$ cat src/rtl/reg_file.sv
// 32x32 register file, r0 hard-wired to zero; two read ports plus one debug read port.
// Reads are combinational with no write bypass; writes land on the rising Clk edge; no backpressure.
module reg_file #(
  parameter int WIDTH = 32,
  parameter int AW    = 5
) (
  input  logic             Clk,
  input  logic             Clrn,
  input  logic             We,
  input  logic [AW-1:0]    Wa,
  input  logic [WIDTH-1:0] D,
  input  logic [AW-1:0]    Ra1,
  input  logic [AW-1:0]    Ra2,
  output logic [WIDTH-1:0] Qa,
  output logic [WIDTH-1:0] Qb,
  input  logic [AW-1:0]    Dbg_a,
  output logic [WIDTH-1:0] Dbg_q
);

  localparam int DEPTH = 1 << AW;

  // Entry 0 has no storage; reads of address 0 are forced to zero below.
  logic [WIDTH-1:0] regs [1:DEPTH-1];

  always_ff @(posedge Clk or negedge Clrn) begin
    if (!Clrn) begin
      for (int i = 1; i < DEPTH; i++) begin
        regs[i] <= '0;
      end
    end else if (We && (Wa != '0)) begin
      regs[Wa] <= D;
    end
  end

  // Read straight from storage: D is derived from Qa/Qb downstream, so a bypass would loop.
  assign Qa    = (Ra1   == '0) ? '0 : regs[Ra1];
  assign Qb    = (Ra2   == '0) ? '0 : regs[Ra2];
  assign Dbg_q = (Dbg_a == '0) ? '0 : regs[Dbg_a];

endmodule

$ cat config.mk
export PLATFORM = sky130hd
export DESIGN_NAME = reg_file
export DESIGN_NICKNAME = d
export VERILOG_FILES = /design/src/rtl/reg_file.sv
export SDC_FILE = /design/constraint.sdc
export NUM_CORES = 2
export LEC_CHECK = 0
export CAP_MARGIN = 15
export CORE_ASPECT_RATIO = 1.4
export CORE_UTILIZATION = 30
export CTS_CLUSTER_SIZE = 40
export DETAILED_ROUTE_END_ITERATION = 16
export MAX_ROUTING_LAYER = met4
export RECOVER_POWER = 50
export SLEW_MARGIN = 20
export SYNTH_ARGS = -nofsm -noshare
export SYNTH_HDL_FRONTEND = slang
export SYNTH_SLANG_ARGS = --single-unit
$ cat constraint.sdc
create_clock -name Clk -period 2.99 [get_ports Clk]
set_clock_uncertainty 0.15 [all_clocks]
set_input_delay 0.598 -clock Clk [delete_from_list [all_inputs] [get_ports Clk]]
set_output_delay 0.598 -clock Clk [all_outputs]
set_load 0.01 [all_outputs]
Yosys cells after proc, flatten, opt, wreduce, memory -nomap -nowiden
Index checks and enable logic that the tools add are counted.
{"block": "word_totals", "ram_bits": 0, "memories": 0, "input_bits": 55, "ff_bits": 992, "romBits": 0, "latchBits": 0}
{"block": "op_classes", "n_mux": 15, "addsub": 0, "shifts": 0, "n_eq_ne": 0, "multipliers": 0, "n_bitwise": 4, "div_mod_pow": 0, "magnitude_cmp": 5, "n_reduce_logical": 6}
{"op": "bitwise mux 992 bit", "count": 1}
{"op": "binary-select mux 32 bit (select 5 bit)", "count": 3}
{"op": "two-way mux 32 bit", "count": 10}
{"op": "demux 32 bit (select 5 bit)", "count": 1}
{"op": "greater-or-equal comparator 6 bit, second input constant", "count": 4}
{"op": "NOT 5 -> 6 bit", "count": 4}
{"op": "logical NOT 5 bit", "count": 3}
{"op": "less-than comparator 6 x 1 -> 1 bit, second input constant", "count": 1}
{"op": "nonzero test 5 bit", "count": 1}
{"op": "logical AND 1 bit", "count": 2}

Logic depth before layout (Yosys ltp)
{"block": "depth", "word_depth": 6, "ltp_mapped": 9, "depth_no_buf": 5}

Least setup slack after synthesis
Ideal clock, no wire load.
{"block": "synth_path", "kind": "input to output", "from": "input port Ra2[0]", "to": "output port Qb[15]", "path_buffers": 3, "required_ns": 2.242, "slack_ns": 0.128, "arrival_ns": 2.114, "cell_stages": 8, "path_cell_list": "buf_4 -> buf_2 -> buf_4 -> mux4_2 -> nand2_1 -> nand2_1 -> o211ai_1 -> o21ai_0"}
{"block": "synth_via", "elab_chain_cells": 5, "word_cells_on_any_way": 6, "classes_between": "4 x mux; 1 x bitwise; 1 x reduce/logical"}
{"item": "start, declared", "line": "13", "rtl": "input logic [AW-1:0] Ra2,"}
{"item": "NOT 5 -> 6 bit (implied by the code)", "line": "37", "rtl": "assign Qb = (Ra2 == '0) ? '0 : regs[Ra2];"}
{"item": "binary-select mux 32 bit (select 5 bit)", "line": "37"}
{"item": "two-way mux 32 bit (implied by the code) (2 in a row)", "line": "37"}
{"item": "two-way mux 32 bit (*)", "line": "37"}
{"item": "end, declared", "line": "15", "rtl": "output logic [WIDTH-1:0] Qb,"}
Mark *: on every way between the ends. The rest lies on a longest branch, timed or not. The select of a mux whose other input is x is not followed.

Worst setup path in the final report
{"block": "layout_path", "from": "register regs[777] (netlist bit)", "to": "output port Qa[9]"}
{"block": "layout_via", "elab_chain_cells": 4}
{"item": "start, declared", "line": "23", "rtl": "logic [WIDTH-1:0] regs [1:DEPTH-1];"}
{"item": "start signal, assigned by index", "line": "28", "rtl": "regs[i] <= '0;"}
{"item": "start signal, assigned by index", "line": "31", "rtl": "regs[Wa] <= D;"}
{"item": "binary-select mux 32 bit (select 5 bit)", "line": "36", "rtl": "assign Qa = (Ra1 == '0) ? '0 : regs[Ra1];"}
{"item": "two-way mux 32 bit (implied by the code) (2 in a row)", "line": "36"}
{"item": "two-way mux 32 bit", "line": "36"}
{"item": "end, declared", "line": "14", "rtl": "output logic [WIDTH-1:0] Qa,"}
Every way passes these cells. The select of a mux whose other input is x is not followed.

==> flow_metrics.py <==
metrics = {
    "run_status": {
        "status": "finished, violations left",
        "violations": "negative setup slack",
    },
    "timing": {
        "final-hold-violation-count": 0,
        "post-route-period-util": 1.15,
        "rsz0062_at_grt": "true",
        "slew_headroom": 0.0690,
        "fin_crit_ps": 3430,
        "drv_slew": 0,
        "setup_viol": 93,
        "fin_ws_ps": -442,
        "worst_slew_pin_slew_ps": 1400,
        "max_freq_ghz": 0.291,
    },
    "logic_synthesis": {
        "ys_seq_area_frac": 0.402,
        "syn_nets": 4703,
        "avgSynthCellArea_um2": 13.3,
        "synth.distinct_cells": 40,
        "yosysWarnings": 0,
        "synthCells": 4648,
        "syn_area_um2": 61700,
        "ys_seq_elements": 992,
    },
    "die": {
        "design.core.area_um2": 204000,
        "die_area_um2": 207000,
        "io_pins": 151,
        "start_util": 0.302,
        "die_w_um": 385,
        "die_h_um": 539,
        "rows": 196,
    },
    "cts": {
        "clkLatencyLatePin_ps": 730,
        "htree_levels": 3,
        "clk_pin_slew_worst_paths_ps": 70,
        "cts_buffers": 97,
        "cts_root_buf": "clkbuf_16",
        "cts_tree": "built",
        "cts_sinks": 992,
        "clockBufferDepth": 3,
    },
    "drt": {
        "first_pass_iters": 6,
        "drc": 0,
        "wl_mm": 251,
        "routed_via_density": 5.97,
        "antenna_left": 0,
        "vias": 48400,
        "drt_iter0_markers": 4821,
        "routedWlPerCell_um": 31.0,
    },
    "grt": {
        "grt_usage": 0.243,
        "grt_max_degree": 102,
        "grt_pass1_vias": 49900,
        "grt_pass1_wl_mm": 358,
        "antenna_found_initial": 11,
        "grt.overflow.total": 0,
    },
    "placement": {
        "gp_congestion": 0.903,
        "hpwl_mm": 158,
        "portBuffers": 150,
        "dpl-instance-area_um2": 72100,
        "dpl_worst_slack_ps": -1350,
    },
    "flow_run": {
        "cap_viol_max_count": 0,
    },
    "critical_path": {
        "required_ps": 2240,
        "worstPathMaxFanout": 2,
        "cp.arrival_ps": 2680,
        "path_class": "reg -> out",
        "end_kind": "output port",
        "startpoint_type": "register",
    },
    "layout": {
        "area_growth_pct": 31.6,
        "fill_cells": 18900,
        "postLayoutCoreUtil": 0.398,
        "fin_nets": 5397,
        "drive_above_1_share": 0.608,
        "largest_reg_flops": 992,
        "reg_top3": "regs: 992 flops",
        "final_area_um2": 81200,
        "regMostFlops": "regs",
    },
    "power_and_ir_drop": {
        "irDropWorstVdd_mv": 0.482,
        "power.density_nw_per_um2": 567,
        "power.leakage_nw": 34.5,
    },
    "worst_hold_path": {
        "hp-class": "reg -> reg",
    },
}
-- final cells by class --
cell class | instances | area (um^2) | area share
Antenna cell | 13 | 32.5 | 0.000401
Clock buffer | 133 | 2740 | 0.0338
Clock inverter | 48 | 626 | 0.00771
Inverter | 2 | 12.5 | 0.000154
Multi-Input combinational cell | 3142 | 36500 | 0.449
Sequential cell | 992 | 24800 | 0.306
Tap cell | 2673 | 3340 | 0.0412
Timing Repair Buffer | 1107 | 13200 | 0.162
-- cells by family (layout without fill, tap and decap cells) --
kind of cell	after synthesis	count (layout)	synth area share
buffers and inverters	514	1290	0.0383
AND/OR/NAND/NOR	708	708	0.0513
multiplexers	1913	1913	0.453
other	0	13	0
AO/OA/AOI/OAI	521	521	0.0550
flip-flops	992	992	0.402
-- Yosys cell counts --
| master | n | area [um^2] |
|---|---|---|
| mux2i_1 | 215 | 2150 |
| nor2_1 | 97 | 364 |
| a32oi_1 | 2 | 17.5 |
| or3_1 | 1 | 6.26 |
| mux2_2 | 1107 | 12500 |
| and2_1 | 1 | 6.26 |
| clkinv_1 | 2 | 7.51 |
| a22oi_1 | 24 | 180 |
| buf_8 | 2 | 30.0 |
| nand3b_1 | 6 | 45.0 |
| and3_1 | 6 | 37.5 |
| nor3b_1 | 4 | 30.0 |
| clkbuf_1 | 219 | 822 |
| buf_4 | 51 | 383 |
| and2_0 | 2 | 12.5 |
| dfrtp_1 | 992 | 24800 |
| nor2b_1 | 101 | 632 |
| o21ai_0 | 79 | 395 |
| mux4_1 | 6 | 158 |
| a311oi_1 | 5 | 43.8 |
| nand2b_1 | 3 | 18.8 |
| o22ai_1 | 7 | 43.8 |
| and3b_1 | 1 | 8.76 |
| a221oi_1 | 90 | 788 |
| nand3_1 | 69 | 345 |
| a31oi_1 | 10 | 62.6 |
| or3b_2 | 1 | 8.76 |
| a21oi_1 | 195 | 976 |
| nand2_1 | 346 | 1300 |
| buf_1 | 99 | 372 |
| o221ai_1 | 15 | 131 |
| buf_2 | 134 | 671 |
| or2_2 | 1 | 6.26 |
| buf_6 | 7 | 78.8 |
| nor3_1 | 69 | 345 |
| o32ai_1 | 7 | 61.3 |
| mux4_2 | 585 | 13200 |
| o32a_1 | 15 | 150 |
| o211ai_1 | 69 | 518 |
| a211oi_1 | 3 | 22.5 |
-- path summary, 6_finish.rpt --
check                               start   endpoint  slack (ps)  cells after the start
worst min register to register  regs[865]  regs[865]         400                      1
worst min-delay path            regs[865]  regs[865]         400                      1
worst max-delay path            regs[777]      Qa[9]        -440                      8
worst max register to register  regs[399]  regs[399]        1840                      3
min in group asynchronous            Clrn  regs[166]         590                      2
max in group asynchronous            Clrn  regs[203]         160                      4
-- power breakdown --
group	switching, mW	internal [mW]	total [mW]
Sequential	2.70	16.1	18.8
Clock	5.93	7.43	13.4
Combinational	5.78	8.10	13.9
-- metal layers --
layer,share of wire,vias up,track usage
li1,-,19400,-
met1,0.37,25500,0.288
met2,0.47,2647,0.375
met3,0.083,878,0.0510
met4,0.075,0,0.153
met5,0,-,-
-- worst max-delay path, cell delays in order, from the launching register on --
cell,delay [ps]
dfrtp_1,420
buf_6,140
mux4_2,490
nor2b_4,140
nor3_2,60
a311oi_2,290
buf_4,180
o21ai_4,90
buf_6,140
-- per-stage QoR --
stage	hold slack (ps)	setup TNS (ps)	power (mW)	instances
floorplan	152	0	26.1	4648
global placement	367	-78380	30.6	7619
global route	418	-29010	47.7	8107
finish	397	-19170	46.0	8110
detailed placement	381	-68060	31.1	7619
CTS	253	-17960	45.3	7980
-- repair_timing --
item                                   4_1_cts  5_1_grt
cloned                                      25       13
setup endpoints to repair                   96       96
resized for setup                          846      329
pin swaps                                  151      213
buffers inserted                           185      137
endpoints found under the hold margin       31        0
hold buffers                                 1        0
-- placed cells by master (no fill, tap or decap), types with 19 or more instances in the layout --
cell / instances
buf_16: 45
mux4_2: 591
nor2_1: 67
o21ai_1: 26
a21oi_1: 150
nand2_2: 53
dfrtp_1: 992
clkbuf_1: 22
buf_4: 523
nor3_1: 42
mux2i_1: 190
a221oi_1: 47
nand2_1: 287
nand3_1: 65
buf_8: 42
nor2b_1: 64
buf_2: 46
nor3_2: 26
mux2_2: 1098
o211ai_1: 69
clkbuf_8: 19
a21oi_2: 44
o21ai_2: 34
a221oi_2: 40
clkbuf_16: 110
buf_12: 225
nor2b_2: 29
clkdlybuf4s50_1: 38
buf_6: 151
clkinv_2: 23
No activity file was read; power rests on OpenSTA's default activity.
